<file path="src/rtl/mfp_ahb_lite_arbiter_2m.sv">
// Two-master AHB-Lite arbiter in front of the matrix master port.
// Losers are stalled via their HREADY and replayed from a one-entry pending slot.
module mfp_ahb_lite_arbiter_2m #(
    parameter int ROUND_ROBIN = 0
) (
    input  logic        HCLK,
    input  logic        HRESETn,

    input  logic [31:0] m0_HADDR,
    input  logic [ 2:0] m0_HBURST,
    input  logic        m0_HMASTLOCK,
    input  logic [ 3:0] m0_HPROT,
    input  logic [ 2:0] m0_HSIZE,
    input  logic [ 1:0] m0_HTRANS,
    input  logic        m0_HWRITE,
    input  logic [31:0] m0_HWDATA,
    output logic [31:0] m0_HRDATA,
    output logic        m0_HREADY,
    output logic        m0_HRESP,

    input  logic [31:0] m1_HADDR,
    input  logic [ 2:0] m1_HBURST,
    input  logic        m1_HMASTLOCK,
    input  logic [ 3:0] m1_HPROT,
    input  logic [ 2:0] m1_HSIZE,
    input  logic [ 1:0] m1_HTRANS,
    input  logic        m1_HWRITE,
    input  logic [31:0] m1_HWDATA,
    output logic [31:0] m1_HRDATA,
    output logic        m1_HREADY,
    output logic        m1_HRESP,

    output logic [31:0] s_HADDR,
    output logic [ 2:0] s_HBURST,
    output logic        s_HMASTLOCK,
    output logic [ 3:0] s_HPROT,
    output logic [ 2:0] s_HSIZE,
    output logic [ 1:0] s_HTRANS,
    output logic        s_HWRITE,
    output logic [31:0] s_HWDATA,
    input  logic [31:0] s_HRDATA,
    input  logic        s_HREADY,
    input  logic        s_HRESP
);

    typedef struct packed {
        logic [31:0] addr;
        logic [ 2:0] size;
        logic [ 3:0] prot;
        logic        write;
        logic        lock;
    } req_t;

    req_t       live    [2];
    req_t       src     [2];
    req_t       pend_q  [2];
    req_t       sel;
    logic [1:0] trans   [2];

    logic [1:0] pend_vld_q, pend_vld_d;
    logic       dph_vld_q,  dph_vld_d;
    logic       dph_idx_q,  dph_idx_d;
    logic       lock_vld_q, lock_vld_d;
    logic       lock_idx_q, lock_idx_d;
    logic       last_q,     last_d;

    logic [1:0] mready;
    logic [1:0] accept;
    logic [1:0] cand;
    logic       issue;
    logic       gnt;
    logic       contended;

    // Bursts are always split into singles, so the incoming burst type is not needed.
    logic unused_burst;
    assign unused_burst = ^{m0_HBURST, m1_HBURST};

    assign live[0] = '{addr: m0_HADDR, size: m0_HSIZE, prot: m0_HPROT,
                       write: m0_HWRITE, lock: m0_HMASTLOCK};
    assign live[1] = '{addr: m1_HADDR, size: m1_HSIZE, prot: m1_HPROT,
                       write: m1_HWRITE, lock: m1_HMASTLOCK};
    assign trans[0] = m0_HTRANS;
    assign trans[1] = m1_HTRANS;

    always_comb begin
        for (int i = 0; i < 2; i++) begin
            if (pend_vld_q[i])
                mready[i] = 1'b0;
            else if (dph_vld_q && (dph_idx_q == i[0]))
                mready[i] = s_HREADY;
            else
                mready[i] = 1'b1;
            accept[i] = trans[i][1] & mready[i];
            cand[i]   = pend_vld_q[i] | accept[i];
            src[i]    = pend_vld_q[i] ? pend_q[i] : live[i];
        end
    end

    // Arbitration: lock owner first, then fixed priority or round-robin.
    always_comb begin
        issue = 1'b0;
        gnt   = 1'b0;
        if (s_HREADY && (cand != 2'b00)) begin
            if (lock_vld_q) begin
                issue = cand[lock_idx_q];
                gnt   = lock_idx_q;
            end else if (cand == 2'b11) begin
                issue = 1'b1;
                gnt   = (ROUND_ROBIN != 0) ? ~last_q : 1'b1;
            end else begin
                issue = 1'b1;
                gnt   = cand[1];
            end
        end
        contended = issue & (cand == 2'b11) & ~lock_vld_q;
        sel       = src[gnt];
    end

    always_comb begin
        pend_vld_d = pend_vld_q;
        dph_vld_d  = dph_vld_q;
        dph_idx_d  = dph_idx_q;
        lock_vld_d = lock_vld_q;
        lock_idx_d = lock_idx_q;
        last_d     = last_q;
        for (int i = 0; i < 2; i++) begin
            if (issue && (gnt == i[0]))
                pend_vld_d[i] = 1'b0;
            else if (accept[i])
                pend_vld_d[i] = 1'b1;
        end
        if (s_HREADY) begin
            dph_vld_d = issue;
            dph_idx_d = gnt;
            if (issue) begin
                lock_vld_d = sel.lock;
                lock_idx_d = gnt;
            end else if (lock_vld_q && (trans[lock_idx_q] == 2'b00)) begin
                lock_vld_d = 1'b0;
            end
        end
        if (contended)
            last_d = gnt;
    end

    always_ff @(posedge HCLK or negedge HRESETn) begin
        if (!HRESETn) begin
            pend_vld_q <= 2'b00;
            dph_vld_q  <= 1'b0;
            dph_idx_q  <= 1'b0;
            lock_vld_q <= 1'b0;
            lock_idx_q <= 1'b0;
            last_q     <= 1'b1;
        end else begin
            pend_vld_q <= pend_vld_d;
            dph_vld_q  <= dph_vld_d;
            dph_idx_q  <= dph_idx_d;
            lock_vld_q <= lock_vld_d;
            lock_idx_q <= lock_idx_d;
            last_q     <= last_d;
        end
    end

    // Payload is only ever observed through a valid slot, so it needs no reset.
    always_ff @(posedge HCLK) begin
        for (int i = 0; i < 2; i++) begin
            if (accept[i] && !(issue && (gnt == i[0])))
                pend_q[i] <= live[i];
        end
    end

    always_comb begin
        s_HTRANS    = issue ? 2'b10 : 2'b00;
        s_HBURST    = 3'b000;
        s_HADDR     = issue ? sel.addr  : 32'h0;
        s_HSIZE     = issue ? sel.size  : 3'b000;
        s_HPROT     = issue ? sel.prot  : 4'b0000;
        s_HWRITE    = issue & sel.write;
        s_HMASTLOCK = issue & sel.lock;
        s_HWDATA    = !dph_vld_q ? 32'h0 : (dph_idx_q ? m1_HWDATA : m0_HWDATA);
    end

    assign m0_HREADY = mready[0];
    assign m1_HREADY = mready[1];
    assign m0_HRDATA = (dph_vld_q && !dph_idx_q) ? s_HRDATA : 32'h0;
    assign m1_HRDATA = (dph_vld_q &&  dph_idx_q) ? s_HRDATA : 32'h0;
    assign m0_HRESP  = dph_vld_q & ~dph_idx_q & s_HRESP;
    assign m1_HRESP  = dph_vld_q &  dph_idx_q & s_HRESP;

endmodule

</file>
<file path="config.mk">
export PLATFORM = sky130hd
export DESIGN_NAME = mfp_ahb_lite_arbiter_2m
export DESIGN_NICKNAME = d
export VERILOG_FILES = /design/src/rtl/mfp_ahb_lite_arbiter_2m.sv
export SDC_FILE = /design/constraint.sdc
export NUM_CORES = 1
export LEC_CHECK = 0
export ABC_AREA = 1
export CORE_AREA = 2 2 133 135
export DETAILED_ROUTE_END_ITERATION = 6
export DIE_AREA = 0 0 135 137
export GPL_TIMING_DRIVEN = 0
export PLACE_DENSITY = 0.69
export SLEW_MARGIN = 0
export SYNTH_ARGS = -nofsm -noshare
export SYNTH_HDL_FRONTEND = slang
export SYNTH_SLANG_ARGS = --single-unit
</file>
<file path="constraint.sdc">
create_clock -name HCLK -period 3.5 [get_ports HCLK]
set_input_delay 0.7 -clock HCLK [delete_from_list [all_inputs] [get_ports HCLK]]
set_output_delay 0.7 -clock HCLK [all_outputs]
set_load 0.03 [all_outputs]
</file>
==> results by group <==
STA
  – Layout Skew: 7.98 ps
  – TNS Setup: 0 ps
  – Final count of negative-setup-slack endpoints: 0
  – Fin. Hold Viols: 0
  – Period minus WS final: 3330 ps
  – Fin. max-slew vios: 0
  – RSZ-0062 raised after global routing: false
  – Max_slew headroom: 0.381
  – Max Clock Freq: 0.300 GHz
  – Final worst path period share: 0.952
  – WHS: 539 ps
  – Least-Margin Pin Slew: 927 ps

Floorplan
  – Die area: 18500 sq um
  – Die Wd: 135 um
  – Die Y: 137 um
  – Std cell rows: 48
  – Core Area: 17100 sq um
  – Io pins: 338
  – Initial core utilization: 0.295

Finish
  – Final Net Count: 1102
  – Most common cell after layout, fill and taps aside: clkdlybuf4s50_1
  – Most frequent cells in the layout: clkdlybuf4s50_1 (284), nand2_1 (183), edfxtp_1 (82)
  – Area Overhead vs Synth: 75.1%
  – Util after Layout: 0.517
  – Fin cells: 1141
  – Share of cells above drive strength 1: 0.103

Detailed routing
  – Via count: 5229
  – Drt pass-1 iters: 5
  – Routed length per instance: 17.3 um
  – Post-route DRC: 0
  – Final ANT Viol Nets: 0
  – Final WL: 19800 um
  – Iter 0 DRT Violations: 205
  – Vias/cell: 4.58

Logic synthesis
  – Sequential area share after synthesis: 0.519
  – Synth Instances: 567
  – Seq cells post-synth: 88
  – Post-synth cell types: 28
  – Synth Cell Area: 5030 sq um
  – Avg Inst Size Synth: 8.87 sq um
  – YS warnings: 0

Global routing
  – Initial antenna violation count: 1
  – Vias in the first global route: 5123
  – Largest net degree at the start of global routing: 42
  – First-pass GRT wire length: 28800 um
  – Gr usage total: 0.206
  – GRT overflow: 0

Place
  – # port buffers: 327
  – DP HPWL: 15600 um
  – GP Congestion: 0.882
  – Number of instances in the placed design: 1123

Clocking
  – Clk_lat worst skew: 340 ps
  – Clock root cell: clkbuf_16
  – Clock sink count: 88
  – CTS tree: yes
  – Clock Path Buffers: 2
  – Cts hold-fix bufs: 0
  – Clk slew on worst S/H paths: 70 ps
  – Total CTS buffers: 9
  – H-tree depth: 3

Power
  – Pwr Total: 6.90 mW
  – Leakage Power: 3.78 nW
  – Sw Share: 0.477
  – Internal: 3.61 mW
  – Switching power: 3.29 mW
  – Share of total power in combinational logic: 0.637
  – Pwr dens: 784 nW/um^2
  – Clock power frac: 0.146
  – Peak VDD IR: 0.364 mV
  – Flop pwr share: 0.217

Setup path
  – Worst Setup End Kind: primary output
  – Critical Path Start Type: primary input
  – Crit path DAT: 2630 ps
  – CP Data Required Time: 2800 ps
  – Max FO, Critical Path: 10
  – Crit path kind: primary input to primary output

Flow run
  – Max cap viols: 0

Hold path
  – Worst hold path class: flop to flop

Outcome
  – Status: finished, final reports clean
registers in the layout, summed over array words and instances, names as in the netlist:
register and cells:
pend_vld_q 2, lock_idx_q 1, pend_q 82, dph_idx_q 1, dph_vld_q 1, lock_vld_q 1
cell type report:
| type | instances | area, sq um |
|---|---|---|
| timing repair buffer | 329 | 3160 |
| clock buffer | 9 | 225 |
| inverter | 52 | 195 |
| multi-input combinational | 391 | 2040 |
| fill | 1633 | 8250 |
| antenna | 1 | 2.50 |
| tap | 225 | 282 |
| buffer | 39 | 206 |
| clock inverter | 7 | 82.6 |
| sequential | 88 | 2610 |
kinds of logic (layout without fill, tap and decap cells):
| family | after synthesis | count (layout) | synth area share |
|---|---|---|---|
| buffers and inverters | 91 | 436 | 0.0796 |
| DFF | 88 | 88 | 0.519 |
| AOI/OAI and AO/OA | 81 | 81 | 0.113 |
| and+or+nand+nor | 266 | 266 | 0.207 |
| other | 1 | 5 | 0.000745 |
| muxes | 40 | 40 | 0.0796 |
synthesized netlist by cell type, drive strengths merged:
master	count	area [sq um]
dfrtp	6	150
nand4	2	18.8
a22o	32	280
edfxtp	82	2460
nand3	9	55.1
nand2	184	693
inv	52	195
o21ai	44	250
conb	1	3.75
buf	13	104
clkbuf	26	101
nor2	69	267
mux2i	40	400
nor3	2	10.0
a21oi	5	40.0
final timing paths:
| path | start | endpoint | slack [ps] | depth (start not counted) |
|---|---|---|---|---|
| worst max-delay path | m1_HTRANS[1] | s_HADDR[29] | 170 | 9 |
| worst min-delay path | lock_vld_q$_DFFE_PN0P_ | lock_vld_q$_DFFE_PN0P_ | 540 | 2 |
| worst max register to register | dph_idx_q$_DFFE_PN0P_ | pend_q[0][50]$_DFFE_PP_ | 1070 | 9 |
| worst min register to register | lock_vld_q$_DFFE_PN0P_ | lock_vld_q$_DFFE_PN0P_ | 540 | 2 |
| max in group asynchronous | HRESETn | pend_vld_q[0]$_DFFE_PN0P_ | 2640 | 1 |
| min in group asynchronous | HRESETn | dph_vld_q$_DFFE_PN0P_ | 610 | 1 |
through the flow:
step / instance area, sq um / setup WS (ps)
floorplan: 5040 / 578
global placement: 8600 / -755
detailed placement: 8620 / -699
CTS: 8900 / 2.77
global route: 8810 / 4.93
finish: 8810 / 170
layer usage:
layer,up-vias,routed length (um),global-route usage
met5,-,0,0
met4,0,340,0.0613
met3,20,1290,0.0463
met2,215,10200,0.368
met1,2429,7960,0.246
li1,2565,-,-
worst max-delay path, stage by stage:
cell	delay (ps)
clkdlybuf4s50_1	580
a21oi_4	110
a21oi_2	220
nand2_2	120
nor2_4	220
buf_6	170
nand2_1	70
o21ai_2	50
clkdlybuf4s15_1	370
what timing repair did:
action | CTS | global route
setup endpoints to repair | 42 | 75
gates resized for setup | 171 | 39
pin swaps | 1 | 0
setup buffers | 1 | 0
power by group through the flow:
stage          Clock, mW  Sequential [mW]  Combinational (mW)
4_1_cts             1.03             1.50                4.48
6_report            1.01             1.50                4.40
5_1_grt             1.07             1.52                4.71
3_5_place_dp           0             1.52                4.55
3_3_place_gp           0             1.52                4.51
2_1_floorplan          0             1.51                2.72
(Power assumes the default switching activity.)
